**src/rtl/alu_ctrl_pkg.sv**
```systemverilog
// ALU control codes, MIPS opcode/funct values and the
// stage-register bundles shared by the ALU control stage.
package alu_ctrl_pkg;

    typedef logic [3:0] alu_code_t;
    typedef logic [5:0] op_t;

    localparam alu_code_t ALU_AND = 4'b0000;
    localparam alu_code_t ALU_OR  = 4'b0001;
    localparam alu_code_t ALU_ADD = 4'b0010;
    localparam alu_code_t ALU_SUB = 4'b0110;
    localparam alu_code_t ALU_SLT = 4'b0111;
    localparam alu_code_t ALU_NOR = 4'b1100;

    localparam op_t OP_RTYPE = 6'h00;
    localparam op_t OP_J     = 6'h02;
    localparam op_t OP_BEQ   = 6'h04;
    localparam op_t OP_BNE   = 6'h05;
    localparam op_t OP_ADDI  = 6'h08;
    localparam op_t OP_ADDIU = 6'h09;
    localparam op_t OP_SLTI  = 6'h0A;
    localparam op_t OP_ANDI  = 6'h0C;
    localparam op_t OP_ORI   = 6'h0D;
    localparam op_t OP_LW    = 6'h23;
    localparam op_t OP_SW    = 6'h2B;

    localparam op_t FN_ADD  = 6'h20;
    localparam op_t FN_ADDU = 6'h21;
    localparam op_t FN_SUB  = 6'h22;
    localparam op_t FN_SUBU = 6'h23;
    localparam op_t FN_AND  = 6'h24;
    localparam op_t FN_OR   = 6'h25;
    localparam op_t FN_NOR  = 6'h27;
    localparam op_t FN_SLT  = 6'h2A;

    typedef struct packed {
        alu_code_t ctrl;
        logic      is_beq;
        logic      is_bne;
        logic      illegal;
    } dec_t;

    typedef struct packed {
        logic      valid;
        alu_code_t ctrl;
        logic      is_beq;
        logic      is_bne;
        logic      illegal;
    } ex_t;

    typedef struct packed {
        logic valid;
        logic taken;
        logic illegal;
    } mem_t;

endpackage

```
**src/rtl/alu_ctrl_if.sv**
```systemverilog
// Decode-side inputs plus EX/MEM outputs of the ALU control stage.
interface alu_ctrl_if;
    import alu_ctrl_pkg::*;

    logic      id_valid;
    op_t       id_opcode;
    op_t       id_funct;
    logic      stall;
    logic      flush;
    logic      ex_valid;
    alu_code_t ex_alu_control;
    logic      ex_is_beq;
    logic      ex_is_bne;
    logic      alu_zero;
    logic      mem_valid;
    logic      mem_branch_taken;
    logic      mem_illegal;

    modport master (
        output id_valid, id_opcode, id_funct,
        output stall, flush, alu_zero,
        input  ex_valid, ex_alu_control,
        input  ex_is_beq, ex_is_bne,
        input  mem_valid, mem_branch_taken,
        input  mem_illegal
    );

    modport slave (
        input  id_valid, id_opcode, id_funct,
        input  stall, flush, alu_zero,
        output ex_valid, ex_alu_control,
        output ex_is_beq, ex_is_bne,
        output mem_valid, mem_branch_taken,
        output mem_illegal
    );

endinterface

```
**src/rtl/alu_ctrl_decode.sv**
```systemverilog
// Combinational opcode/funct decode into ALU control,
// branch kind and an illegal-instruction flag.
module alu_ctrl_decode
    import alu_ctrl_pkg::*;
#(
    parameter alu_code_t BUBBLE_CTRL = ALU_ADD
) (
    input  op_t  opcode_i,
    input  op_t  funct_i,
    output dec_t dec_o
);

    always_comb begin
        dec_o = '{ctrl: BUBBLE_CTRL, is_beq: 1'b0,
                  is_bne: 1'b0, illegal: 1'b0};
        unique case (opcode_i)
            OP_RTYPE: begin
                unique case (funct_i)
                    FN_ADD, FN_ADDU: dec_o.ctrl = ALU_ADD;
                    FN_SUB, FN_SUBU: dec_o.ctrl = ALU_SUB;
                    FN_AND:          dec_o.ctrl = ALU_AND;
                    FN_OR:           dec_o.ctrl = ALU_OR;
                    FN_NOR:          dec_o.ctrl = ALU_NOR;
                    FN_SLT:          dec_o.ctrl = ALU_SLT;
                    default:         dec_o.illegal = 1'b1;
                endcase
            end
            OP_ADDI, OP_ADDIU, OP_LW, OP_SW, OP_J:
                dec_o.ctrl = ALU_ADD;
            OP_ANDI: dec_o.ctrl = ALU_AND;
            OP_ORI:  dec_o.ctrl = ALU_OR;
            OP_SLTI: dec_o.ctrl = ALU_SLT;
            OP_BEQ: begin
                dec_o.ctrl   = ALU_SUB;
                dec_o.is_beq = 1'b1;
            end
            OP_BNE: begin
                dec_o.ctrl   = ALU_SUB;
                dec_o.is_bne = 1'b1;
            end
            default: dec_o.illegal = 1'b1;
        endcase
    end

endmodule

```
**src/rtl/alu_ctrl_stage.sv**
```systemverilog
// ID/EX ALU-control register and EX/MEM branch-resolution
// register of the pipelined MIPS core.
module alu_ctrl_stage
    import alu_ctrl_pkg::*;
#(
    parameter alu_code_t BUBBLE_CTRL = 4'b0010
) (
    input logic      clk,
    input logic      reset,
    alu_ctrl_if.slave bus
);

    localparam ex_t EX_BUBBLE = '{valid: 1'b0,
                                  ctrl: BUBBLE_CTRL,
                                  is_beq: 1'b0,
                                  is_bne: 1'b0,
                                  illegal: 1'b0};

    dec_t dec;
    ex_t  ex_q, ex_d;
    mem_t mem_q, mem_d;

    alu_ctrl_decode #(
        .BUBBLE_CTRL(BUBBLE_CTRL)
    ) u_decode (
        .opcode_i(bus.id_opcode),
        .funct_i (bus.id_funct),
        .dec_o   (dec)
    );

    always_comb begin
        ex_d  = ex_q;
        mem_d = mem_q;
        if (bus.flush) begin
            ex_d  = EX_BUBBLE;
            mem_d = '0;
        end else if (!bus.stall) begin
            if (bus.id_valid) begin
                ex_d = '{valid: 1'b1, ctrl: dec.ctrl,
                         is_beq: dec.is_beq,
                         is_bne: dec.is_bne,
                         illegal: dec.illegal};
            end else begin
                ex_d = EX_BUBBLE;
            end
            // alu_zero belongs to the instruction in EX now
            mem_d.valid   = ex_q.valid;
            mem_d.taken   = ex_q.valid &
                            ((ex_q.is_beq & bus.alu_zero) |
                             (ex_q.is_bne & ~bus.alu_zero));
            mem_d.illegal = ex_q.valid & ex_q.illegal;
        end
    end

    always_ff @(posedge clk) begin
        if (reset) begin
            ex_q  <= EX_BUBBLE;
            mem_q <= '0;
        end else begin
            ex_q  <= ex_d;
            mem_q <= mem_d;
        end
    end

    assign bus.ex_valid         = ex_q.valid;
    assign bus.ex_alu_control   = ex_q.ctrl;
    assign bus.ex_is_beq        = ex_q.is_beq;
    assign bus.ex_is_bne        = ex_q.is_bne;
    assign bus.mem_valid        = mem_q.valid;
    assign bus.mem_branch_taken = mem_q.taken;
    assign bus.mem_illegal      = mem_q.illegal;

endmodule

```
**src/flat_wrapper.sv**
```systemverilog
// flat-port wrapper written by rule: the top's interface ports become plain ports
module alu_ctrl_stage_flat import alu_ctrl_pkg::*;
#(
    parameter alu_code_t BUBBLE_CTRL = 4'b0010
)
  (clk, reset, bus_id_valid, bus_id_opcode, bus_id_funct, bus_stall, bus_flush, bus_alu_zero, bus_ex_valid, bus_ex_alu_control, bus_ex_is_beq, bus_ex_is_bne, bus_mem_valid, bus_mem_branch_taken, bus_mem_illegal);
  alu_ctrl_if bus_i ();
  input logic clk;
  input logic reset;
  input wire logic [$bits(bus_i.id_valid)-1:0] bus_id_valid;
  input wire logic [$bits(bus_i.id_opcode)-1:0] bus_id_opcode;
  input wire logic [$bits(bus_i.id_funct)-1:0] bus_id_funct;
  input wire logic [$bits(bus_i.stall)-1:0] bus_stall;
  input wire logic [$bits(bus_i.flush)-1:0] bus_flush;
  input wire logic [$bits(bus_i.alu_zero)-1:0] bus_alu_zero;
  output wire logic [$bits(bus_i.ex_valid)-1:0] bus_ex_valid;
  output wire logic [$bits(bus_i.ex_alu_control)-1:0] bus_ex_alu_control;
  output wire logic [$bits(bus_i.ex_is_beq)-1:0] bus_ex_is_beq;
  output wire logic [$bits(bus_i.ex_is_bne)-1:0] bus_ex_is_bne;
  output wire logic [$bits(bus_i.mem_valid)-1:0] bus_mem_valid;
  output wire logic [$bits(bus_i.mem_branch_taken)-1:0] bus_mem_branch_taken;
  output wire logic [$bits(bus_i.mem_illegal)-1:0] bus_mem_illegal;
  assign bus_i.id_valid = bus_id_valid;
  assign bus_i.id_opcode = bus_id_opcode;
  assign bus_i.id_funct = bus_id_funct;
  assign bus_i.stall = bus_stall;
  assign bus_i.flush = bus_flush;
  assign bus_i.alu_zero = bus_alu_zero;
  assign bus_ex_valid = bus_i.ex_valid;
  assign bus_ex_alu_control = bus_i.ex_alu_control;
  assign bus_ex_is_beq = bus_i.ex_is_beq;
  assign bus_ex_is_bne = bus_i.ex_is_bne;
  assign bus_mem_valid = bus_i.mem_valid;
  assign bus_mem_branch_taken = bus_i.mem_branch_taken;
  assign bus_mem_illegal = bus_i.mem_illegal;
  alu_ctrl_stage #(.BUBBLE_CTRL(BUBBLE_CTRL)) u_core (.clk(clk), .reset(reset), .bus(bus_i));
endmodule
```
**config.mk**
```make
export PLATFORM = sky130hd
export DESIGN_NAME = alu_ctrl_stage_flat
export DESIGN_NICKNAME = d
export VERILOG_FILES = /design/src/rtl/alu_ctrl_pkg.sv /design/src/rtl/alu_ctrl_if.sv /design/src/rtl/alu_ctrl_decode.sv /design/src/rtl/alu_ctrl_stage.sv /design/src/flat_wrapper.sv
export SDC_FILE = /design/constraint.sdc
export NUM_CORES = 1
export LEC_CHECK = 0
export CAP_MARGIN = 20
export CORE_MARGIN = 3
export CORE_UTILIZATION = 38
export CTS_CLUSTER_DIAMETER = 150
export CTS_CLUSTER_SIZE = 40
export DETAILED_ROUTE_END_ITERATION = 12
export PLACE_DENSITY_LB_ADDON = 0.2
export SKIP_CTS_REPAIR_TIMING = 1
export SLEW_MARGIN = 30
export SYNTH_ARGS = -nofsm -noshare
export SYNTH_HDL_FRONTEND = slang
export SYNTH_SLANG_ARGS = --single-unit
export TNS_END_PERCENT = 1
```
**constraint.sdc**
```tcl
create_clock -name clk -period 3 [get_ports clk]
set_clock_uncertainty 0.05 [all_clocks]
set_input_delay 0.6 -clock clk [delete_from_list [all_inputs] [get_ports clk]]
set_output_delay 0.6 -clock clk [all_outputs]
set_load 0.01 [all_outputs]
```
# Word-level counts from Yosys, hierarchy flattened
# Index checks and enable logic that the tools add are counted.
[op_classes]
n_mux = 7
bitwise = 6
n_eq_ne = 18
n_reduce_logical = 6
[ops]
columns = ["operator", "count"]
rows = [
  ["$eq 6x6->1 const B", 10],
  ["$pmux 4 s5", 2],
  ["$eq 6x4->1 const B", 5],
  ["$eq 6x3->1 const B", 2],
  ["$reduce_or 10->1", 1],
  ["$mux 8", 1],
  ["$reduce_or 8->1", 1],
  ["$eq 6x2->1 const B", 1],
  ["$logic_not 6->1", 1],
  ["$reduce_or 2->1", 3],
  ["$and 1x1->1", 4],
  ["$mux 1", 3],
  ["$pmux 1 s2", 1],
  ["$not 1->1", 1],
  ["$or 1x1->1", 1],
]
[totals]
out_inout_bits = 10
inputBits = 18
elab_cells = 45
ff_bits = 11

# Logic depth before layout (Yosys ltp)
# Gate-level depths: netlist of the first run.
[depth]
depth_word = 5
ltp_mapped = 4
ltp_nobuf = 4

# Cells and area by module
# A second synthesis of the first run with hierarchy kept.
[unflattened]
hier_cells = 91
area_unflattened_um2 = 783.3
[by_module_without_submodules]
columns = ["module", "n_inst", "seq_area_each_um2", "area_each_um2", "cells_each"]
rows = [
  ["alu_ctrl_stage", 1, 220.2, 484.2, 52],
  ["alu_ctrl_decode", 1, 0.0, 299.0, 39],
]

# Least setup slack after synthesis of the first run
# Ideal clock, no wire load.
[synth_timing]
path_type = "input to register"
from = "input bus_id_funct[0]"
to = "register u_core.ex_q[0] (netlist bit)"
setup_time_ns = 0.130
arrival_time_ns = 1.389
path_stages = 4
slack_ns = 1.431
cell_sequence = "nand2b_1 > mux2_2 > o311ai_0 > a31oi_1"
[synth_via]
elab_chain_cells = 5
elab_cells_between_ends = 12
[synth_rtl]
columns = ["element", "line_no", "rtl"]
rows = [
  ["start: declaration", "flat_wrapper.sv:12", "input wire logic [$bits(bus_i.id_funct)-1:0] bus_id_funct;"],
  ["$eq 6x6->1", "alu_ctrl_decode.sv:18", "unique case (funct_i)"],
  ["$reduce_or 8->1 (no source line) (*)", "-", ""],
  ["$mux 1 (*)", "alu_ctrl_decode.sv:18", ""],
  ["$pmux 1 s2 (*)", "alu_ctrl_decode.sv:16", "unique case (opcode_i)"],
  ["$mux 8 (*)", "alu_ctrl_stage.sv:38", "if (bus.id_valid) begin"],
  ["end signal: assignment", "alu_ctrl_stage.sv:57", "ex_q <= EX_BUBBLE;"],
  ["end signal: assignment", "alu_ctrl_stage.sv:60", "ex_q <= ex_d;"],
  ["end: declaration", "alu_ctrl_stage.sv:20", "ex_t ex_q, ex_d;"],
]
# Every way passes the cells marked *; elsewhere a longest branch is shown, timed or not.
# A chain may end at the register's enable or synchronous reset.

# Worst setup path after layout of the first run
[layout_timing]
from = "input bus_id_opcode[5]"
to = "register u_core.ex_q[0] (netlist bit)"
[layout_via]
elab_chain_cells = 4
elab_cells_between_ends = 14
[layout_rtl]
columns = ["element", "line_no", "rtl"]
rows = [
  ["start: declaration", "flat_wrapper.sv:11", "input wire logic [$bits(bus_i.id_opcode)-1:0] bus_id_opcode;"],
  ["$eq 6x3->1, or another cell as far along", "alu_ctrl_decode.sv:16", ""],
  ["$reduce_or 10->1 (no source line)", "-", ""],
  ["$pmux 1 s2 (*)", "alu_ctrl_decode.sv:16", ""],
  ["$mux 8 (*)", "alu_ctrl_stage.sv:38", ""],
]
# Marks and branches as above.

==> results of run 1 <==
[cells in the mapped netlist, types with 2 or more instances]
library cell | instances | area [µm²]
sky130_fd_sc_hd__dfxtp_1 | 11 | 220
sky130_fd_sc_hd__a21oi_1 | 7 | 35.0
sky130_fd_sc_hd__nand2_1 | 7 | 26.3
sky130_fd_sc_hd__nor2_1 | 7 | 26.3
sky130_fd_sc_hd__buf_4 | 5 | 37.5
sky130_fd_sc_hd__and2_1 | 3 | 18.8
sky130_fd_sc_hd__nor2b_1 | 3 | 18.8
sky130_fd_sc_hd__a22oi_1 | 2 | 15.0
sky130_fd_sc_hd__inv_1 | 2 | 7.51
sky130_fd_sc_hd__mux2_2 | 2 | 22.5
sky130_fd_sc_hd__nand2b_1 | 2 | 12.5
sky130_fd_sc_hd__nand4_1 | 2 | 12.5
sky130_fd_sc_hd__nor3b_1 | 2 | 15.0
sky130_fd_sc_hd__nor4bb_1 | 2 | 20.0
[stage by stage]
stage | instances | area [µm²] | worst slack [ns]
detailed placement | 115 | 910 | 0.705
CTS | 119 | 936 | 0.989
finish | 119 | 936 | 0.997
global placement | 115 | 910 | 0.723
global route | 119 | 936 | 0.853
floorplan | 77 | 661 | 1.43
[how the worst max path moves through the flow]
stage | startpoint | slack (ns) | depth (start not counted) | end
2_1_floorplan | bus_id_funct[0] | 1.43 | 4 | u_core.ex_q[0]
3_3_place_gp | bus_id_opcode[1] | 0.72 | 4 | u_core.ex_q[0]
3_5_place_dp | bus_id_opcode[5] | 0.71 | 4 | u_core.ex_q[0]
4_1_cts | bus_id_opcode[5] | 0.99 | 4 | u_core.ex_q[0]
5_1_grt | bus_id_opcode[1] | 0.85 | 4 | u_core.ex_q[0]
6_report | bus_id_opcode[5] | 1.0 | 4 | u_core.ex_q[0]
[state kept, by name (all words and copies together), names as in the netlist]
name	flops
u_core.bus.ex_alu_control	4
u_core.bus.ex_valid	1
u_core.bus.mem_branch_taken	1
u_core.ex_q	1
u_core.bus.mem_illegal	1
u_core.bus.ex_is_beq	1
u_core.bus.ex_is_bne	1
u_core.bus.mem_valid	1
[tightest hold or removal path: stages, from the launching register on]
cell and delay (ns):
sky130_fd_sc_hd__dfxtp_1 0.31, sky130_fd_sc_hd__nand2_1 0.06, sky130_fd_sc_hd__a21oi_1 0.05
[metal layers]
layer  global-route usage [%]  vias to the layer above  share of wire (%)
met5                        0                        -                  0
met4                     4.84                        0               0.59
met3                     6.77                        2                7.9
met2                     24.3                       21                 46
met1                     19.3                      307                 46
li1                         -                      338                  -
[where the power goes]
| part | switching (µW) | internal, µW | total (µW) |
|---|---|---|---|
| clock | 47.9 | 51.4 | 99.4 |
| combinational | 24.3 | 33.0 | 57.3 |
| sequential | 0.623 | 147 | 148 |
[layout make-up]
cell class / count / area share (%)
clock buffer: 4 / 2.81
inverter: 2 / 0.802
multi-input combinational: 58 / 41.0
sequential: 11 / 23.5
tap: 16 / 2.14
timing repair buffer: 28 / 29.7
[logic make-up after synthesis]
kind of cell,Yosys count
and+or+nand+nor,36
AOI/OAI and AO/OA,18
DFF,11
buffers and inverters,8
muxes,3
xor gates and xnor gates,1
==> results_dict.tcl, run 1 <==
set metrics [dict create \
    result_of_the_run "finished, final reports clean" \
    die_width_um 47.7 \
    cts_tree "yes" \
    synth-edff-count 0 \
    grt_overflow 0 \
    max_slew.worst_pin.slew_ns 0.585 \
    fin_hold_ws_ns 0.412 \
    synth_nets 95 \
    min_path_cells 2 \
    endpoint_kind "flop" \
    netlist_area_um2 661 \
    finalHoldViolCount 0 \
    cp_cell_sequence "clkdlybuf4s50_1 -> nor4_2 -> o311ai_0 -> a31oi_1" \
    r2r_setup_slack_ns 2.03 \
    grt_start_max_net_pins 14 \
    clk_pin_slew_worst_paths_ns 0.07 \
    net_count_of_the_finished_layout 122 \
    dr.pass1.iters 4 \
    synthMuxAreaShare_pct 4.92 \
    number_of_buffers_inserted_during_clock_tree_synthesis 3 \
    totalNegativeSetupSlack_ns 0 \
    final_core_util_pct 59.4 \
    drt_iter0_markers 12 \
    port-buffer-count 27 \
    static-leakage-power_uw 0.000316 \
    netlist_instances 77 \
    synth-warning-count 0 \
    max_cap_violations 0 \
    rr_startpoint "u_core.bus.ex_is_beq" \
    multi_input_comb_area_um2 384 \
    post-dp-hpwl_um 1180 \
    routedWlPerCell_um 12.9 \
    core-area_um2 1580 \
    crit_family "simple AND/OR/NAND/NOR gates" \
    standard_cell_rows 14 \
    register_to_register_path_depth 3 \
    synthAdderAreaFrac_pct 0 \
    grt_pass1_vias 574 \
    remaining_drc_errors 0 \
    sequential_fraction_of_the_synthesis_area_pct 33.3 \
    grt_setup_unrepaired "no" \
    register_area_um2 220 \
    async_reset_ff_share_pct 0 \
    synthToLayoutAreaGrowth_pct 41.7 \
    global_router_s_overall_resource_usage_pct 15.6 \
    max_freq_ghz 0.499 \
    cpPeakStageDelay_ns 0.58 \
    layout-drive-gt1-share_pct 7.77 \
    post-route-period-util_pct 66.8 \
    path_max_fanout 6 \
    cellPowerDensity_nw_per_um2 325 \
    ys_dominant_reg_cell "sky130_fd_sc_hd__dfxtp_1" \
    drt-total-wl_um 1540 \
    clk_root_buffer_cell "sky130_fd_sc_hd__clkbuf_4" \
    worst_slew_margin_rel_pct 60.7 \
    final_worst_path_period_need_ns 2.00 \
    htreeDepth 1 \
    worstPathRequired_ns 3.14 \
    num-fill-cells 152 \
    start_util_pct 41.9 \
    antenna_violations_before_repair 0 \
    max-clock-path-buffers 2 \
    crit_path_start_kind "primary input" \
    timing.critical_path.buf_inv 1 \
    post_synth.cell_area_avg_um2 8.58 \
    timing.final.setup_violations 0 \
    final_common_cell "sky130_fd_sc_hd__clkdlybuf4s50_1" \
    grt_first_pass_wirelength_um 2490 \
    synth_simple_gate_area_share_pct 33.1 \
    synth_cell_types 34 \
    io_pins 28 \
    synth_xor_area_share_pct 1.33 \
    r2r_end "u_core.bus.mem_branch_taken" \
    die_h_um 47.7 \
    antenna_cells 0 \
    hold_path_class "flop to flop" \
    maxSlewViolCount 0 \
    critical_path_arrival_ns 2.15 \
    synth_compound_gate_area_share_pct 18.7 \
    numClockSinks 11 \
    worstHoldEndpoint "u_core.bus.ex_alu_control[3]" \
    clock_latency_late_sink_ns 0.26 \
    synth_top_family_by_area "simple AND/OR/NAND/NOR gates" \
    route.detailed.vias_per_inst 5.61 \
    postSynthRegisterBits 11 \
    most_used_cells_in_the_layout_excluding_fill_and_tap_cells "27 x sky130_fd_sc_hd__clkdlybuf4s50_1, 11 x sky130_fd_sc_hd__dfxtp_1, 7 x sky130_fd_sc_hd__nand2_1, 7 x sky130_fd_sc_hd__nor2_1, 7 x sky130_fd_sc_hd__a21oi_1" \
    number_of_nets_with_antenna_violations_after_detailed_routing 0 \
    worstSetupPathType "primary input to flop" \
    hp-start "u_core.bus.ex_alu_control[3]" \
    design_power_total_uw 304 \
    gpl.final_weighted_congestion 0.764 \
    routed_via_count 668 \
    critical-path-slowest-cell "sky130_fd_sc_hd__nor4_2" \
    vdd_ir_drop_max_mv 0.246 \
    floorplan_die_area_um2 2270 \
]
No activity file was read; power rests on OpenSTA's default activity.
==> run 2: changes to the inputs <==
- clock period: 3 -> 2.1 ns (I/O delays scaled with it)
==> results_dict.tcl, run 2 (synthesis results as in run 1) <==
set metrics [dict create \
    critical-path-slowest-cell "sky130_fd_sc_hd__clkdlybuf4s50_1" \
    fin_ws_ns 0.340 \
    routed_via_count 677 \
    finalHoldViolCount 0 \
    clk_pin_slew_worst_paths_ns 0.08 \
    standard_cell_rows 14 \
    core-area_um2 1580 \
    vdd_ir_drop_max_mv 0.257 \
    crit_path_start_kind "primary input" \
    final_common_cell "sky130_fd_sc_hd__clkdlybuf4s50_1" \
    grt_setup_unrepaired "no" \
    route.detailed.vias_per_inst 5.55 \
    dp_worst_setup_slack_ns 0.0658 \
    totalNegativeSetupSlack_ns 0 \
    max_cap_violations 0 \
    cp_cell_sequence "clkdlybuf4s50_1 -> xor2_1 -> nor4b_1 -> or4b_1 -> a31oi_1" \
    dr_wl_met3_um 123 \
    design_power_total_uw 446 \
    grt_start_max_net_pins 14 \
    path_max_fanout 7 \
    maxSlewViolCount 0 \
    max_slew.worst_pin.slew_ns 0.528 \
    max-clock-path-buffers 2 \
    crit_family "buffers and inverters" \
    worst_slew_margin_rel_pct 64.5 \
    drt_iter0_markers 14 \
    clock_latency_late_sink_ns 0.27 \
    net_count_of_the_finished_layout 125 \
    remaining_drc_errors 0 \
    result_of_the_run "finished, final reports clean" \
    cpPeakStageDelay_ns 0.60 \
    most_used_cells_in_the_layout_excluding_fill_and_tap_cells "27 x sky130_fd_sc_hd__clkdlybuf4s50_1, 11 x sky130_fd_sc_hd__dfxtp_1, 7 x sky130_fd_sc_hd__nand2_1, 7 x sky130_fd_sc_hd__nor2_1, 7 x sky130_fd_sc_hd__a21oi_1" \
    antenna_cells 0 \
    layout-drive-gt1-share_pct 10.4 \
    timing.final.setup_violations 0 \
    htreeDepth 1 \
    worstPathRequired_ns 2.26 \
    io_pins 28 \
    placedCellCount 118 \
    number_of_nets_with_antenna_violations_after_detailed_routing 0 \
    drt-total-wl_um 1640 \
    floorplan_die_area_um2 2270 \
    critical_path_depth 5 \
    post-route-period-util_pct 83.8 \
    timing.critical_path.buf_inv 1 \
    die_width_um 47.7 \
    endpoint_kind "flop" \
    grt_first_pass_wirelength_um 2730 \
    postLayoutCellArea_um2 958 \
    cts_tree "yes" \
    number_of_flip_flops_under_the_largest_register_name 4 \
    gpl.final_weighted_congestion 0.781 \
    cellPowerDensity_nw_per_um2 465 \
    met2WireLength_um 756 \
    port-buffer-count 27 \
    max_freq_ghz 0.568 \
    worstSetupPathType "primary input to flop" \
    post-dp-hpwl_um 1220 \
    maxUsedRoutingLayer "met4" \
    min_path_cells 2 \
    static-leakage-power_uw 0.000331 \
    routedWlPerCell_um 13.5 \
    synthToLayoutAreaGrowth_pct 45.1 \
    r2r_setup_slack_ns 1.15 \
    final_worst_path_period_need_ns 1.76 \
    dr.pass1.iters 4 \
    wl_met1_um 747 \
    hold_path_class "flop to flop" \
    grt_overflow 0 \
    post_layout_nonfiller_instances 122 \
    global_router_s_overall_resource_usage_pct 17.1 \
    numClockSinks 11 \
    placed_area_um2 932 \
    grt_pass1_vias 613 \
    critical_path_arrival_ns 1.92 \
    register_to_register_path_depth 3 \
    number_of_buffers_inserted_during_clock_tree_synthesis 3 \
    start_util_pct 41.9 \
    die_h_um 47.7 \
    clk_root_buffer_cell "sky130_fd_sc_hd__clkbuf_4" \
    antenna_violations_before_repair 0 \
]
[run 2: cell types whose count changed in the layout (fill, tap and decap cells not counted), sizes merged]
cell / previous run / this run
buf: 1 / 4
[run 2: final cells by class]
cell class | count | area (µm²)
sequential | 11 | 220
fill | 144 | 618
clock buffer | 4 | 26.3
multi-input combinational | 58 | 384
tap | 16 | 20.0
timing repair buffer | 31 | 300
inverter | 2 | 7.51
[run 2: metal layers]
metal | vias to the layer above | track usage (%)
met5 | - | 0
met3 | 2 | 4.51
met1 | 304 | 22.9
li1 | 340 | -
met4 | 0 | 6.45
met2 | 31 | 26.4
[run 2: worst paths after layout]
kind                                              startpoint                            to
worst max-delay path                        bus_id_opcode[0]                u_core.ex_q[0]
worst min-delay path            u_core.bus.ex_alu_control[3]  u_core.bus.ex_alu_control[3]
worst max register to register          u_core.bus.ex_is_beq   u_core.bus.mem_branch_taken
worst min register to register  u_core.bus.ex_alu_control[3]  u_core.bus.ex_alu_control[3]
[run 2: report_power, final]
group / switching (µW) / internal [µW]
logic: 36.0 / 49.8
registers: 0.955 / 210
clock network: 75.5 / 73.5
total: 113 / 333
[run 2: per-stage QoR]
step	hold slack, ns	utilization (%)
2_1_floorplan	0.387	-
3_3_place_gp	0.399	59.1
3_5_place_dp	0.409	59.1
4_1_cts	0.423	60.8
5_1_grt	0.441	60.8
6_report	0.419	60.8
[run 2: worst register-to-register path: stages (launching register included)]
cell,delay [ns]
sky130_fd_sc_hd__dfxtp_1,0.32
sky130_fd_sc_hd__mux2_2,0.26
sky130_fd_sc_hd__a22oi_1,0.15
sky130_fd_sc_hd__nor2_1,0.05
==> run 3: changes to the inputs <==
- clock period: 2.1 -> 1.79 ns (I/O delays scaled with it)
==> results_dict.tcl, run 3 (synthesis results as in run 1) <==
set metrics [dict create \
    num-fill-cells 145 \
    grt_pass1_vias 659 \
    p_switching_uw 130 \
    fin_hold_ws_ns 0.424 \
    numClockSinks 11 \
    number_of_nets_with_antenna_violations_after_detailed_routing 0 \
    final_common_cell "sky130_fd_sc_hd__clkdlybuf4s50_1" \
    final_worst_path_period_need_ns 1.70 \
    global_router_s_overall_resource_usage_pct 17.0 \
    cts_tree "yes" \
    static-leakage-power_uw 0.000384 \
    die_width_um 47.7 \
    timing.final.setup_violations 0 \
    result_of_the_run "finished, final reports clean" \
    worst_slew_margin_rel_pct 69.2 \
    endpoint_kind "flop" \
    clk_pin_slew_worst_paths_ns 0.07 \
    post-dp-hpwl_um 1350 \
    start_util_pct 41.9 \
    power_frac_clock_pct 31.7 \
    register_area_um2 220 \
    remaining_drc_errors 0 \
    grt_start_max_net_pins 13 \
    clock_latency_late_sink_ns 0.27 \
    path_max_fanout 7 \
    max_cap_violations 0 \
    io_pins 28 \
    r2r_setup_slack_ns 0.84 \
    power.share.sequential_pct 46.4 \
    max_freq_ghz 0.589 \
    switching_share_pct 24.3 \
    vdd_ir_drop_max_mv 0.509 \
    cpPeakStageDelay_ns 0.62 \
    htreeDepth 1 \
    route.detailed.vias_per_inst 5.51 \
    critical_path_arrival_ns 1.85 \
    die_h_um 47.7 \
    maxSlewViolCount 0 \
    grt_setup_unrepaired "no" \
    combinational_group_share_of_total_power_pct 21.9 \
    most_used_cells_in_the_layout_excluding_fill_and_tap_cells "27 x sky130_fd_sc_hd__clkdlybuf4s50_1, 15 x sky130_fd_sc_hd__buf_4, 11 x sky130_fd_sc_hd__dfxtp_1" \
    antenna_cells 0 \
    grt_overflow 0 \
    port-buffer-count 27 \
    max-clock-path-buffers 2 \
    finalHoldViolCount 0 \
    antenna_violations_before_repair 0 \
    drt_iter0_markers 12 \
    drt-total-wl_um 1700 \
    number_of_buffers_inserted_during_clock_tree_synthesis 3 \
    totalNegativeSetupSlack_ns 0 \
    worstSetupPathType "primary input to flop" \
    crit_path_start_kind "primary input" \
    grt_first_pass_wirelength_um 2800 \
    register_to_register_path_depth 3 \
    dr.pass1.iters 4 \
    max_slew.worst_pin.slew_ns 0.458 \
    synthToLayoutAreaGrowth_pct 57.6 \
    floorplan_die_area_um2 2270 \
    layout-drive-gt1-share_pct 18.8 \
    net_count_of_the_finished_layout 136 \
    min_path_cells 2 \
    post-route-period-util_pct 94.8 \
    cp_cell_sequence "clkdlybuf4s50_1 -> xor2_1 -> nor4b_1 -> or4b_1 -> a31oi_1" \
    critical-path-slowest-cell "sky130_fd_sc_hd__clkdlybuf4s50_1" \
    core-area_um2 1580 \
    number_of_flip_flops_under_the_largest_register_name 4 \
    hold_path_class "flop to flop" \
    multi_input_comb_area_um2 384 \
    worstPathRequired_ns 1.94 \
    routed_via_count 733 \
    clk_root_buffer_cell "sky130_fd_sc_hd__clkbuf_4" \
    internal_power_uw 404 \
    gpl.final_weighted_congestion 0.847 \
    routedWlPerCell_um 12.8 \
    final_core_util_pct 66.0 \
    cellPowerDensity_nw_per_um2 512 \
    standard_cell_rows 14 \
]
-- run 3: cell type report --
type | count | area share (%)
Multi-Input combinational cell | 58 | 36.9
Timing Repair Buffer | 42 | 36.8
Sequential cell | 11 | 21.2
Inverter | 2 | 0.721
Tap cell | 16 | 1.92
Clock buffer | 4 | 2.52
-- run 3: path summary, 6_finish.rpt --
check / startpoint / to
hold reg to reg: u_core.bus.ex_valid / u_core.bus.ex_valid
hold / removal: u_core.bus.ex_valid / u_core.bus.ex_valid
setup reg to reg: u_core.bus.ex_is_beq / u_core.bus.mem_branch_taken
setup / recovery: bus_id_opcode[0] / u_core.ex_q[0]
-- run 3: power groups by stage --
stage | sequential (µW) | combinational (µW) | clock, µW
2_1_floorplan | 253 | 38.0 | 0
3_3_place_gp | 253 | 114 | 0
3_5_place_dp | 253 | 116 | 0
4_1_cts | 247 | 117 | 179
5_1_grt | 248 | 128 | 187
6_report | 247 | 117 | 169
-- run 3: per-layer routing --
metal	GRT usage (%)	vias up	part of all wire (%)
li1	-	364	-
met1	23.3	341	49
met2	27.2	26	45
met3	5.64	2	5.8
met4	1.61	0	0.24
met5	0	-	0
-- run 3: metrics by stage --
step                      instance area, µm²  instances  setup slack (ns)  power [µW]
final                                   1040        133            0.0924         533
after global routing                    1040        133            0.0454         562
after CTS                               1040        133             0.110         544
after detailed placement                1010        129            -0.174         369
after global placement                  1010        129            -0.148         367
after floorplan                          661         77             0.463         291
-- run 3: worst max-delay path: cells and delay by family --
family                    cells  cell delay, ns
AOI/OAI and AO/OA             1            0.17
buffers and inverters         1            0.62
and+or+nand+nor               2            0.53
xor gates and xnor gates      1            0.17
